$ cat src/rtl/decode_pkg.sv
// Shared opcode, control-bundle types and decode helpers for the vector ASIP decode stage.
package decode_pkg;

    localparam int OPC_W = 4;

    typedef enum logic [2:0] {
        OP_NOP   = 3'd0,
        OP_ADD   = 3'd1,
        OP_SUB   = 3'd2,
        OP_AND   = 3'd3,
        OP_OR    = 3'd4,
        OP_MOVI  = 3'd5,
        OP_LOAD  = 3'd6,
        OP_STORE = 3'd7
    } opcode_e;

    localparam logic [1:0] WRF_ALU = 2'b00;
    localparam logic [1:0] WRF_MEM = 2'b01;
    localparam logic [1:0] WRF_IMM = 2'b10;

    // Width-independent part of the execute bundle; rd and immediate travel alongside.
    typedef struct packed {
        logic       mem_write;
        logic [2:0] exop;
        logic [1:0] wrf;
        logic       overwrite_nz;
        logic       wen_sc;
        logic       wen_vec;
    } ctrl_bundle_t;

    function automatic opcode_e op_base(input logic [OPC_W-1:0] opc);
        return opcode_e'(opc[2:0]);
    endfunction

    function automatic logic op_is_vec(input logic [OPC_W-1:0] opc);
        return opc[3];
    endfunction

    function automatic ctrl_bundle_t decode_ctrl(input logic [OPC_W-1:0] opc);
        ctrl_bundle_t c;
        logic         vec;
        c   = '0;
        vec = op_is_vec(opc);
        case (op_base(opc))
            OP_ADD, OP_SUB, OP_AND, OP_OR: begin
                c.exop         = opc[2:0];
                c.wrf          = WRF_ALU;
                c.overwrite_nz = !vec;
                c.wen_sc       = !vec;
                c.wen_vec      = vec;
            end
            OP_MOVI: begin
                c.wrf     = WRF_IMM;
                c.wen_sc  = !vec;
                c.wen_vec = vec;
            end
            OP_LOAD: begin
                c.wrf     = WRF_MEM;
                c.wen_sc  = !vec;
                c.wen_vec = vec;
            end
            OP_STORE: c.mem_write = 1'b1;
            default: ;
        endcase
        return c;
    endfunction

endpackage

$ cat src/rtl/decoder_core.sv
// Combinational instruction decode: control bundle plus one-hot read/write masks
// for the scalar and vector register files.
module decoder_core
    import decode_pkg::*;
#(
    parameter int INSTR_W = 16,
    parameter int REG_AW  = 4,
    parameter int IMM_W   = 8
) (
    input  logic [INSTR_W-1:0]      instr_i,
    output ctrl_bundle_t            ctrl_o,
    output logic [REG_AW-1:0]       rd_o,
    output logic [IMM_W-1:0]        imm_o,
    output logic [(1<<REG_AW)-1:0]  rmask_sc_o,
    output logic [(1<<REG_AW)-1:0]  rmask_vec_o,
    output logic [(1<<REG_AW)-1:0]  wmask_sc_o,
    output logic [(1<<REG_AW)-1:0]  wmask_vec_o
);
    localparam int NREG = 1 << REG_AW;

    logic [OPC_W-1:0]  opc;
    logic [REG_AW-1:0] rs1;
    logic [REG_AW-1:0] rs2;
    logic [NREG-1:0]   oh_rd;
    logic [NREG-1:0]   oh_rs1;
    logic [NREG-1:0]   oh_rs2;
    logic              vec;

    assign opc    = instr_i[INSTR_W-1 -: OPC_W];
    assign rd_o   = instr_i[INSTR_W-OPC_W-1 -: REG_AW];
    assign rs1    = instr_i[INSTR_W-OPC_W-REG_AW-1 -: REG_AW];
    assign rs2    = instr_i[INSTR_W-OPC_W-2*REG_AW-1 -: REG_AW];
    assign imm_o  = instr_i[IMM_W-1:0];

    assign oh_rd  = NREG'(1) << rd_o;
    assign oh_rs1 = NREG'(1) << rs1;
    assign oh_rs2 = NREG'(1) << rs2;

    assign vec    = op_is_vec(opc);
    assign ctrl_o = decode_ctrl(opc);

    // Memory addresses always come from the scalar file; store data follows the vector flag.
    always_comb begin
        rmask_sc_o  = '0;
        rmask_vec_o = '0;
        case (op_base(opc))
            OP_ADD, OP_SUB, OP_AND, OP_OR: begin
                if (vec) rmask_vec_o = oh_rs1 | oh_rs2;
                else     rmask_sc_o  = oh_rs1 | oh_rs2;
            end
            OP_LOAD: rmask_sc_o = oh_rs1;
            OP_STORE: begin
                if (vec) begin
                    rmask_sc_o  = oh_rs1;
                    rmask_vec_o = oh_rd;
                end else begin
                    rmask_sc_o  = oh_rs1 | oh_rd;
                end
            end
            default: ;
        endcase
    end

    assign wmask_sc_o  = ctrl_o.wen_sc  ? oh_rd : '0;
    assign wmask_vec_o = ctrl_o.wen_vec ? oh_rd : '0;

endmodule

$ cat src/rtl/decode_stage_pipe.sv
// Pipelined decode stage: registered ID/EX slot with valid/ready handshakes and a
// per-register scoreboard for the scalar and vector files.
module decode_stage_pipe
    import decode_pkg::*;
#(
    parameter int INSTR_W = 16,
    parameter int REG_AW  = 4,
    parameter int IMM_W   = 8,
    parameter int EXOP_W  = 3
) (
    input  logic                clk,
    input  logic                reset,
    input  logic                in_valid,
    output logic                in_ready,
    input  logic [INSTR_W-1:0]  instruction,
    input  logic                flush,
    output logic                out_valid,
    input  logic                out_ready,
    output logic                MemoryWrite,
    output logic [EXOP_W-1:0]   ExecuteOp,
    output logic [1:0]          WriteRegFrom,
    output logic                OverwriteNZ,
    output logic [REG_AW-1:0]   RegToWrite,
    output logic [IMM_W-1:0]    Immediate,
    output logic                RegWriteEnSc,
    output logic                RegWriteEnVec,
    input  logic                wb_sc_valid,
    input  logic [REG_AW-1:0]   wb_sc_addr,
    input  logic                wb_vec_valid,
    input  logic [REG_AW-1:0]   wb_vec_addr
);
    localparam int NREG = 1 << REG_AW;

    ctrl_bundle_t      dec_ctrl;
    logic [REG_AW-1:0] dec_rd;
    logic [IMM_W-1:0]  dec_imm;
    logic [NREG-1:0]   rmask_sc, rmask_vec, wmask_sc, wmask_vec;

    logic              valid_q, valid_d;
    ctrl_bundle_t      ctrl_q, ctrl_d;
    logic [REG_AW-1:0] rd_q, rd_d;
    logic [IMM_W-1:0]  imm_q, imm_d;
    logic [NREG-1:0]   pend_sc_q, pend_sc_d;
    logic [NREG-1:0]   pend_vec_q, pend_vec_d;

    logic [NREG-1:0]   slot_sc, slot_vec;
    logic              hazard, load, issue;

    decoder_core #(
        .INSTR_W (INSTR_W),
        .REG_AW  (REG_AW),
        .IMM_W   (IMM_W)
    ) u_dec (
        .instr_i     (instruction),
        .ctrl_o      (dec_ctrl),
        .rd_o        (dec_rd),
        .imm_o       (dec_imm),
        .rmask_sc_o  (rmask_sc),
        .rmask_vec_o (rmask_vec),
        .wmask_sc_o  (wmask_sc),
        .wmask_vec_o (wmask_vec)
    );

    assign slot_sc  = (valid_q && ctrl_q.wen_sc)  ? (NREG'(1) << rd_q) : '0;
    assign slot_vec = (valid_q && ctrl_q.wen_vec) ? (NREG'(1) << rd_q) : '0;

    // Registered scoreboard only: a retirement is seen by the hazard check one cycle later.
    assign hazard = |((rmask_sc  | wmask_sc)  & (pend_sc_q  | slot_sc)) ||
                    |((rmask_vec | wmask_vec) & (pend_vec_q | slot_vec));

    assign in_ready = !flush && !hazard && (!valid_q || out_ready);
    assign load     = in_valid && in_ready;
    assign issue    = valid_q && out_ready && !flush;

    always_comb begin
        valid_d = !flush && (load || (valid_q && !out_ready));
        ctrl_d  = ctrl_q;
        rd_d    = rd_q;
        imm_d   = imm_q;
        if (load) begin
            ctrl_d = dec_ctrl;
            rd_d   = dec_rd;
            imm_d  = dec_imm;
        end
    end

    // Set is applied after clear so a same-cycle issue on a retiring register keeps it pending.
    always_comb begin
        pend_sc_d  = pend_sc_q;
        pend_vec_d = pend_vec_q;
        if (wb_sc_valid)  pend_sc_d  = pend_sc_d  & ~(NREG'(1) << wb_sc_addr);
        if (wb_vec_valid) pend_vec_d = pend_vec_d & ~(NREG'(1) << wb_vec_addr);
        if (issue) begin
            pend_sc_d  = pend_sc_d  | slot_sc;
            pend_vec_d = pend_vec_d | slot_vec;
        end
    end

    always_ff @(posedge clk or negedge reset) begin
        if (!reset) begin
            valid_q    <= 1'b0;
            ctrl_q     <= '0;
            rd_q       <= '0;
            imm_q      <= '0;
            pend_sc_q  <= '0;
            pend_vec_q <= '0;
        end else begin
            valid_q    <= valid_d;
            ctrl_q     <= ctrl_d;
            rd_q       <= rd_d;
            imm_q      <= imm_d;
            pend_sc_q  <= pend_sc_d;
            pend_vec_q <= pend_vec_d;
        end
    end

    assign out_valid     = valid_q;
    assign MemoryWrite   = ctrl_q.mem_write;
    assign ExecuteOp     = EXOP_W'(ctrl_q.exop);
    assign WriteRegFrom  = ctrl_q.wrf;
    assign OverwriteNZ   = ctrl_q.overwrite_nz;
    assign RegToWrite    = rd_q;
    assign Immediate     = imm_q;
    assign RegWriteEnSc  = ctrl_q.wen_sc;
    assign RegWriteEnVec = ctrl_q.wen_vec;

endmodule
$ cat config.mk
export PLATFORM = sky130hd
export DESIGN_NAME = decode_stage_pipe
export DESIGN_NICKNAME = d
export VERILOG_FILES = /design/src/rtl/decode_pkg.sv /design/src/rtl/decoder_core.sv /design/src/rtl/decode_stage_pipe.sv
export SDC_FILE = /design/constraint.sdc
export NUM_CORES = 1
export LEC_CHECK = 0
export CORE_ASPECT_RATIO = 0.6
export CORE_MARGIN = 5
export CORE_UTILIZATION = 60
export CTS_CLUSTER_DIAMETER = 100
export DETAILED_ROUTE_END_ITERATION = 12
export GPL_TIMING_DRIVEN = 0
export PLACE_DENSITY = 0.89
export REMOVE_ABC_BUFFERS = 1
export SLEW_MARGIN = 20
export SYNTH_ARGS = -nofsm -noshare
export SYNTH_HDL_FRONTEND = slang
export SYNTH_SLANG_ARGS = --single-unit
export TNS_END_PERCENT = 30
$ cat constraint.sdc
create_clock -name clk -period 7.95 [get_ports clk]
set_input_delay 1.59 -clock clk [delete_from_list [all_inputs] [get_ports clk]]
set_output_delay 1.59 -clock clk [all_outputs]
set_load 0.01 [all_outputs]
==> results.md, run 1 <==
* DRT iter0 DRCs at 654
* Max Cap Viol at 0
* Clk Latency, worst-skew pair at 330 ps
* Top-area cell type share of the netlist area at about a third
* First-pass GRT wire length at approximately 22000 µm
* Initial antenna violation count at 0
* Skew final at 10.9 ps
* GR Util met1 at 51.8%
* DP HPWL at roughly 11000 µm
* Synthesized cell area at 0.00400 mm²
* Final setup vio count at 0
* Fin crit period at 6970 ps
* N_diodes at 0
* Synth warn at 0
* Slew Limit Fails at 0
* Placement row count at 23
* Crit. End Element: primary output
* I/O Pins at 54
* ANT nets after route at 0
* Clock root buffer master: clkbuf_8
* Reg clk slew, reported paths at 110 ps
* WHS at 525 ps
* Synth area leader: dfrtp_1
* Slew at the pin closest to its max-slew limit at 1060 ps
* GRT met2 Usage at 47.7%
* First-pass DRT Iterations at 6
* Setup TNS at 0 ps
* Pin count of the biggest net entering global routing at 55
* Yosys reg bits at 54
* Die W at about 120 µm
* Post-synth EDFFs at 0
* Routed via count at 4333
* Num CTS Buffers at 5
* CORE AREA at 0.00656 mm²
* CTS resizes at 0
* Startpoint class of the critical path: primary input
* DRC viols at 0
* GR Util All Layers at 34.8%
* Nets at 529
* Async SR Flop Fraction at 100%
* Critical-path maximum fanout at 19
* Synth Area per Inst at 8.48 µm²
* Total grt overflow at 0
* Final instance area at approximately 0.0046 mm²
* Number of global-route vias before repair at between 3000 and 4000
* Max clock buf depth at 2
* CP arrival at 5380 ps
* Overall die height at 73.2 µm
* Full die area at 0.00845 mm²
* Dominant cell by count in the synthesized netlist: o21ai_0
* TritonCTS clock tree: built
* Slew headroom at 28.0%
* Pwr Density at 164 mW/mm²
* Global route hottest layer: met1
* Fin crit share at between 80% and 90%
* Seq/Total Area, Yosys at 33.8%
* Max IR drop VDD at 0.000109 V
* Fmax at 143 MHz
* P&R area growth vs syn at 14.7%
* Routability cong. at 0.997
* Crit Path Category: primary input to primary output
* Post-CTS Hold Buffers at 0
* Routed wire per std cell at between 20 and 25 µm
* Primary FF master, synth: dfrtp_1
* Setup repair bufs after CTS at 0
* Top cells by count, synth: 73 x o21ai_0, 54 x dfrtp_1, 40 x nand2_1
* Share of layout cells above drive strength 1 at approximately 8.4%
* P_leak at 1.72 nW
* Cells after Synth at about 470
* Clk sink count at 54
* Netlist cell types at 66
* Status: finished clean
* Met3 GRT Util at 13.0%
* Vias per cell at 7.39
* I/O Buffers at 53
* DRT Wirelength at 14400 µm
* Required time of the critical path at 6360 ps
* Initial Util at 60.9%
* Final Hold Viols at 0
* RSZ-0062 raised after global routing: no
* H-tree depth at 2
* Hold Crit Class: register to register
* Area contributors post-synth: dfrtp_1 34%, o21ai_0 9.1%, mux2_4 6.8%, nand2_1 3.8%, a21oi_1 3.5%
* DP Area at 0.00448 mm²
-- worst max-delay path: stages --
cell,delay (ps)
clkdlybuf4s50_1,780
nor3_4,620
nor3_2,180
a21boi_0,190
o22ai_1,210
or4b_4,500
a2111oi_4,530
and3_1,250
clkdlybuf4s50_1,530
-- placed cells by master (no fill, tap or decap), types with 6 or more instances in the layout --
cell,instances
a31oi_1,18
nor2_1,25
mux2_4,18
dfrtp_1,54
nand2_1,40
clkdlybuf4s50_1,52
a21oi_1,28
nor4bb_1,8
nand2b_1,12
nand3b_1,8
nor2b_1,17
nand3_1,19
nor3_1,9
o21ai_0,73
clkbuf_8,6
nor3b_1,7
nand4b_1,8
-- flip-flops by register name, indices dropped and copies added, names as in the netlist, 2 cells and up --
register	cells
pend_vec_q	16
Immediate	8
ExecuteOp	3
RegToWrite	4
pend_sc_q	16
WriteRegFrom	2
-- final timing paths --
check	start	end	slack, ps	cells after the start
setup / recovery	instruction[13]	in_ready	980	9
hold / removal	ExecuteOp[1]	ExecuteOp[1]	520	1
setup reg to reg	RegToWrite[2]	Immediate[5]	3480	7
hold reg to reg	ExecuteOp[1]	ExecuteOp[1]	520	1
max in group asynchronous	reset	Immediate[3]	6170	1
min in group asynchronous	reset	RegToWrite[2]	1300	1
-- layer usage --
layer  up-vias  routed length (µm)
li1       1842                   -
met1      2098                6140
met3        33                2310
met4         0                 276
met5         -                   0
met2       360                5660
-- cells by family after synthesis --
kind of cell             count (synthesis)  share of synthesized area, %
flip-flops                              54                          33.8
AND/OR/NAND/NOR                        188                          27.8
multiplexers                            22                          7.83
adder cells (fa/ha/maj)                  2                         0.501
buffers and inverters                   37                          4.16
AO/OA/AOI/OAI                          168                          25.9
-- metrics by stage --
stage,util (%),instances,setup WS [ps],power (mW)
floorplan,-,438,2960,0.439
global placement,68.3,578,1200,0.554
global route,69.9,586,854,0.779
finish,69.9,586,976,0.751
CTS,69.9,586,1100,0.742
detailed placement,68.3,578,1120,0.563
-- final cells by class --
| class | count | area [µm²] |
|---|---|---|
| sequential | 54 | 1350 |
| clock inverter | 2 | 20.0 |
| inverter | 4 | 15.0 |
| tap | 87 | 109 |
| timing repair buffer | 53 | 528 |
| multi-input combinational | 380 | 2480 |
| clock buffer | 6 | 82.6 |
| fill | 539 | 1980 |
-- where the power goes --
group / switching, mW / internal [mW] / total [mW] / leakage, nW
sequential: 0.0437 / 0.300 / 0.344 / 0.717
combinational: 0.119 / 0.104 / 0.223 / 0.947
clock: 0.109 / 0.0744 / 0.184 / 0.0537
(Power assumes the default switching activity.)
==> inputs of run 2 (changes only) <==
Settings changed: SLEW_MARGIN 20 to not set.
==> run 2 against run 1 <==
Effect of this change: sequential share of layout area decreased by 0.16 points; register-to-register slack barely moved; hold slack lost 1.8 ps.
==> results.md, run 2 (synthesized netlist as in run 1, its figures left out) <==
* Crit-path most repeated cell: clkdlybuf4s50_1
* DRC viols at 0
* Setup TNS at 0 ps
* Pwr Density at 167 mW/mm²
* Register area at 0.00135 mm²
* Status: finished clean
* Delay of the slowest critical-path stage at just over 800 ps
* WHS Endpoint: OverwriteNZ
* Fin worst setup slack at ~960 ps
* Overall die height at 73.2 µm
* FF-to-FF Start: RegToWrite[2]
* Crit-path leading delay family: simple AND/OR/NAND/NOR gates
* Crit path buf inv count at 2
* Commonest non-fill, non-tap cell in the layout: o21ai_0
* Die W at 115 µm
* P&R area growth vs syn at 15.3%
* Final setup vio count at 0
* Worst-path cell chain: clkdlybuf4s50_1 > nor3_4 > nor3_2 > a21boi_0 > o22ai_1 > or4b_4 > a2111oi_4 > and3_1 > clkdlybuf4s50_1
* Final Hold Viols at 0
* DRT iter0 DRCs at 891
* Total grt overflow at 0
* CORE AREA at 0.00656 mm²
* RSZ-0062 raised after global routing: no
* Clock root buffer master: clkbuf_8
* Setup repair bufs after CTS at 0
* R2R Setup Slk at roughly 3500 ps
* Crit. End Element: primary output
* Crit Path Category: primary input to primary output
* Post-CTS Hold Buffers at 0
* ANT nets after route at 0
* Pin count of the biggest net entering global routing at 39
* Vias per cell at 7.42
* Routability cong. at ~1.0
* Setup WS pre-CTS at around 1100 ps
* Fin crit period at 6990 ps
* Max IR drop VDD at 0.000126 V
* Initial Util at about three fifths
* Routed via count at roughly 4400
* Max Cap Viol at 0
* H-tree depth at 2
* Hold Crit Class: register to register
* Slew headroom at 28.8%
* Critical-path top delay cell: clkdlybuf4s50_1
* Reg clk slew, reported paths at 100 ps
* # fillers at 541
* Clk sink count at 54
* Most frequent cells in the layout: 73 x o21ai_0, 54 x dfrtp_1, 52 x clkdlybuf4s50_1, 40 x nand2_1, 28 x a21oi_1
* DP HPWL at 10800 µm
* Number of global-route vias before repair at 3963
* Critical-path maximum fanout at 19
* Fin crit share at 88.0%
* Worst r2r path cells at 7
* P_leak at 1.72 nW
* GR Util All Layers at 35.2%
* Fmax at between 100 and 150 MHz
* Worst hold stages at 1
* First-pass GRT wire length at 22400 µm
* N_diodes at 0
* Slew Limit Fails at 0
* TritonCTS clock tree: built
* Max clock buf depth at 2
* Placement row count at 23
* Num CTS Buffers at 5
* Startpoint class of the critical path: primary input
* Slew at the pin closest to its max-slew limit at 1070 ps
* I/O Pins at 54
* Routed wire per std cell at ~25 µm
* DRT Wirelength at approximately 15000 µm
* Clk Latency, worst-skew pair at 340 ps
* RR Endpoint: Immediate[5]
* Initial antenna violation count at 0
* Required time of the critical path at around 6400 ps
* Nets at 530
* Skew final at 13.5 ps
* Hold path start: OverwriteNZ
* I/O Buffers at 53
* CP arrival at 5400 ps
* First-pass DRT Iterations at 6
* CTS resizes at 0
* Multi-input gate area at 0.00248 mm²
* Full die area at 0.00845 mm²
* Share of layout cells above drive strength 1 at 8.40%
-- run 2: power breakdown --
part,total [mW],switching (mW),internal (mW)
clock network,0.200,0.106,0.0943
registers,0.344,0.0434,0.300
logic,0.225,0.119,0.105
-- run 2: area by class of cell --
class	instances	area share, %
tap	87	2.36
inverter	4	0.326
clock buffer	6	1.57
timing repair buffer	54	11.8
clock inverter	2	0.814
multi-input combinational	380	53.8
sequential	54	29.3
-- run 2: worst max path at each step --
stage / endpoint / cells past startpoint / start
floorplan: in_ready / 7 / instruction[13]
global placement: in_ready / 9 / instruction[13]
detailed placement: in_ready / 9 / instruction[13]
CTS: in_ready / 9 / instruction[13]
global route: in_ready / 9 / instruction[13]
finish: in_ready / 9 / instruction[13]
-- run 2: worst reg2reg max path, delay by kind of cell (launching register included) --
| kind | cells | cell delay (ps) |
|---|---|---|
| AND/OR/NAND/NOR | 2 | 1480 |
| AO/OA/AOI/OAI | 3 | 1050 |
| buffers and inverters | 1 | 400 |
| multiplexers | 1 | 620 |
| flip-flops | 1 | 790 |
-- run 2: per-layer routing --
metal	global-route usage (%)	share of wire, %	up-vias
li1	-	-	1848
met5	0	0	-
met1	52.8	41	2039
met2	46.7	39	423
met4	9.24	2.4	0
met3	13.8	17	46
-- run 2: through the flow --
stage	area (µm²)	cells	hold slack [ps]	power, mW	util, %
floorplan	3840	438	465	0.439	-
global placement	4480	578	487	0.554	68.3
detailed placement	4500	579	497	0.563	68.6
CTS	4610	587	524	0.757	70.3
global route	4610	587	540	0.795	70.3
finish	4610	587	523	0.769	70.3
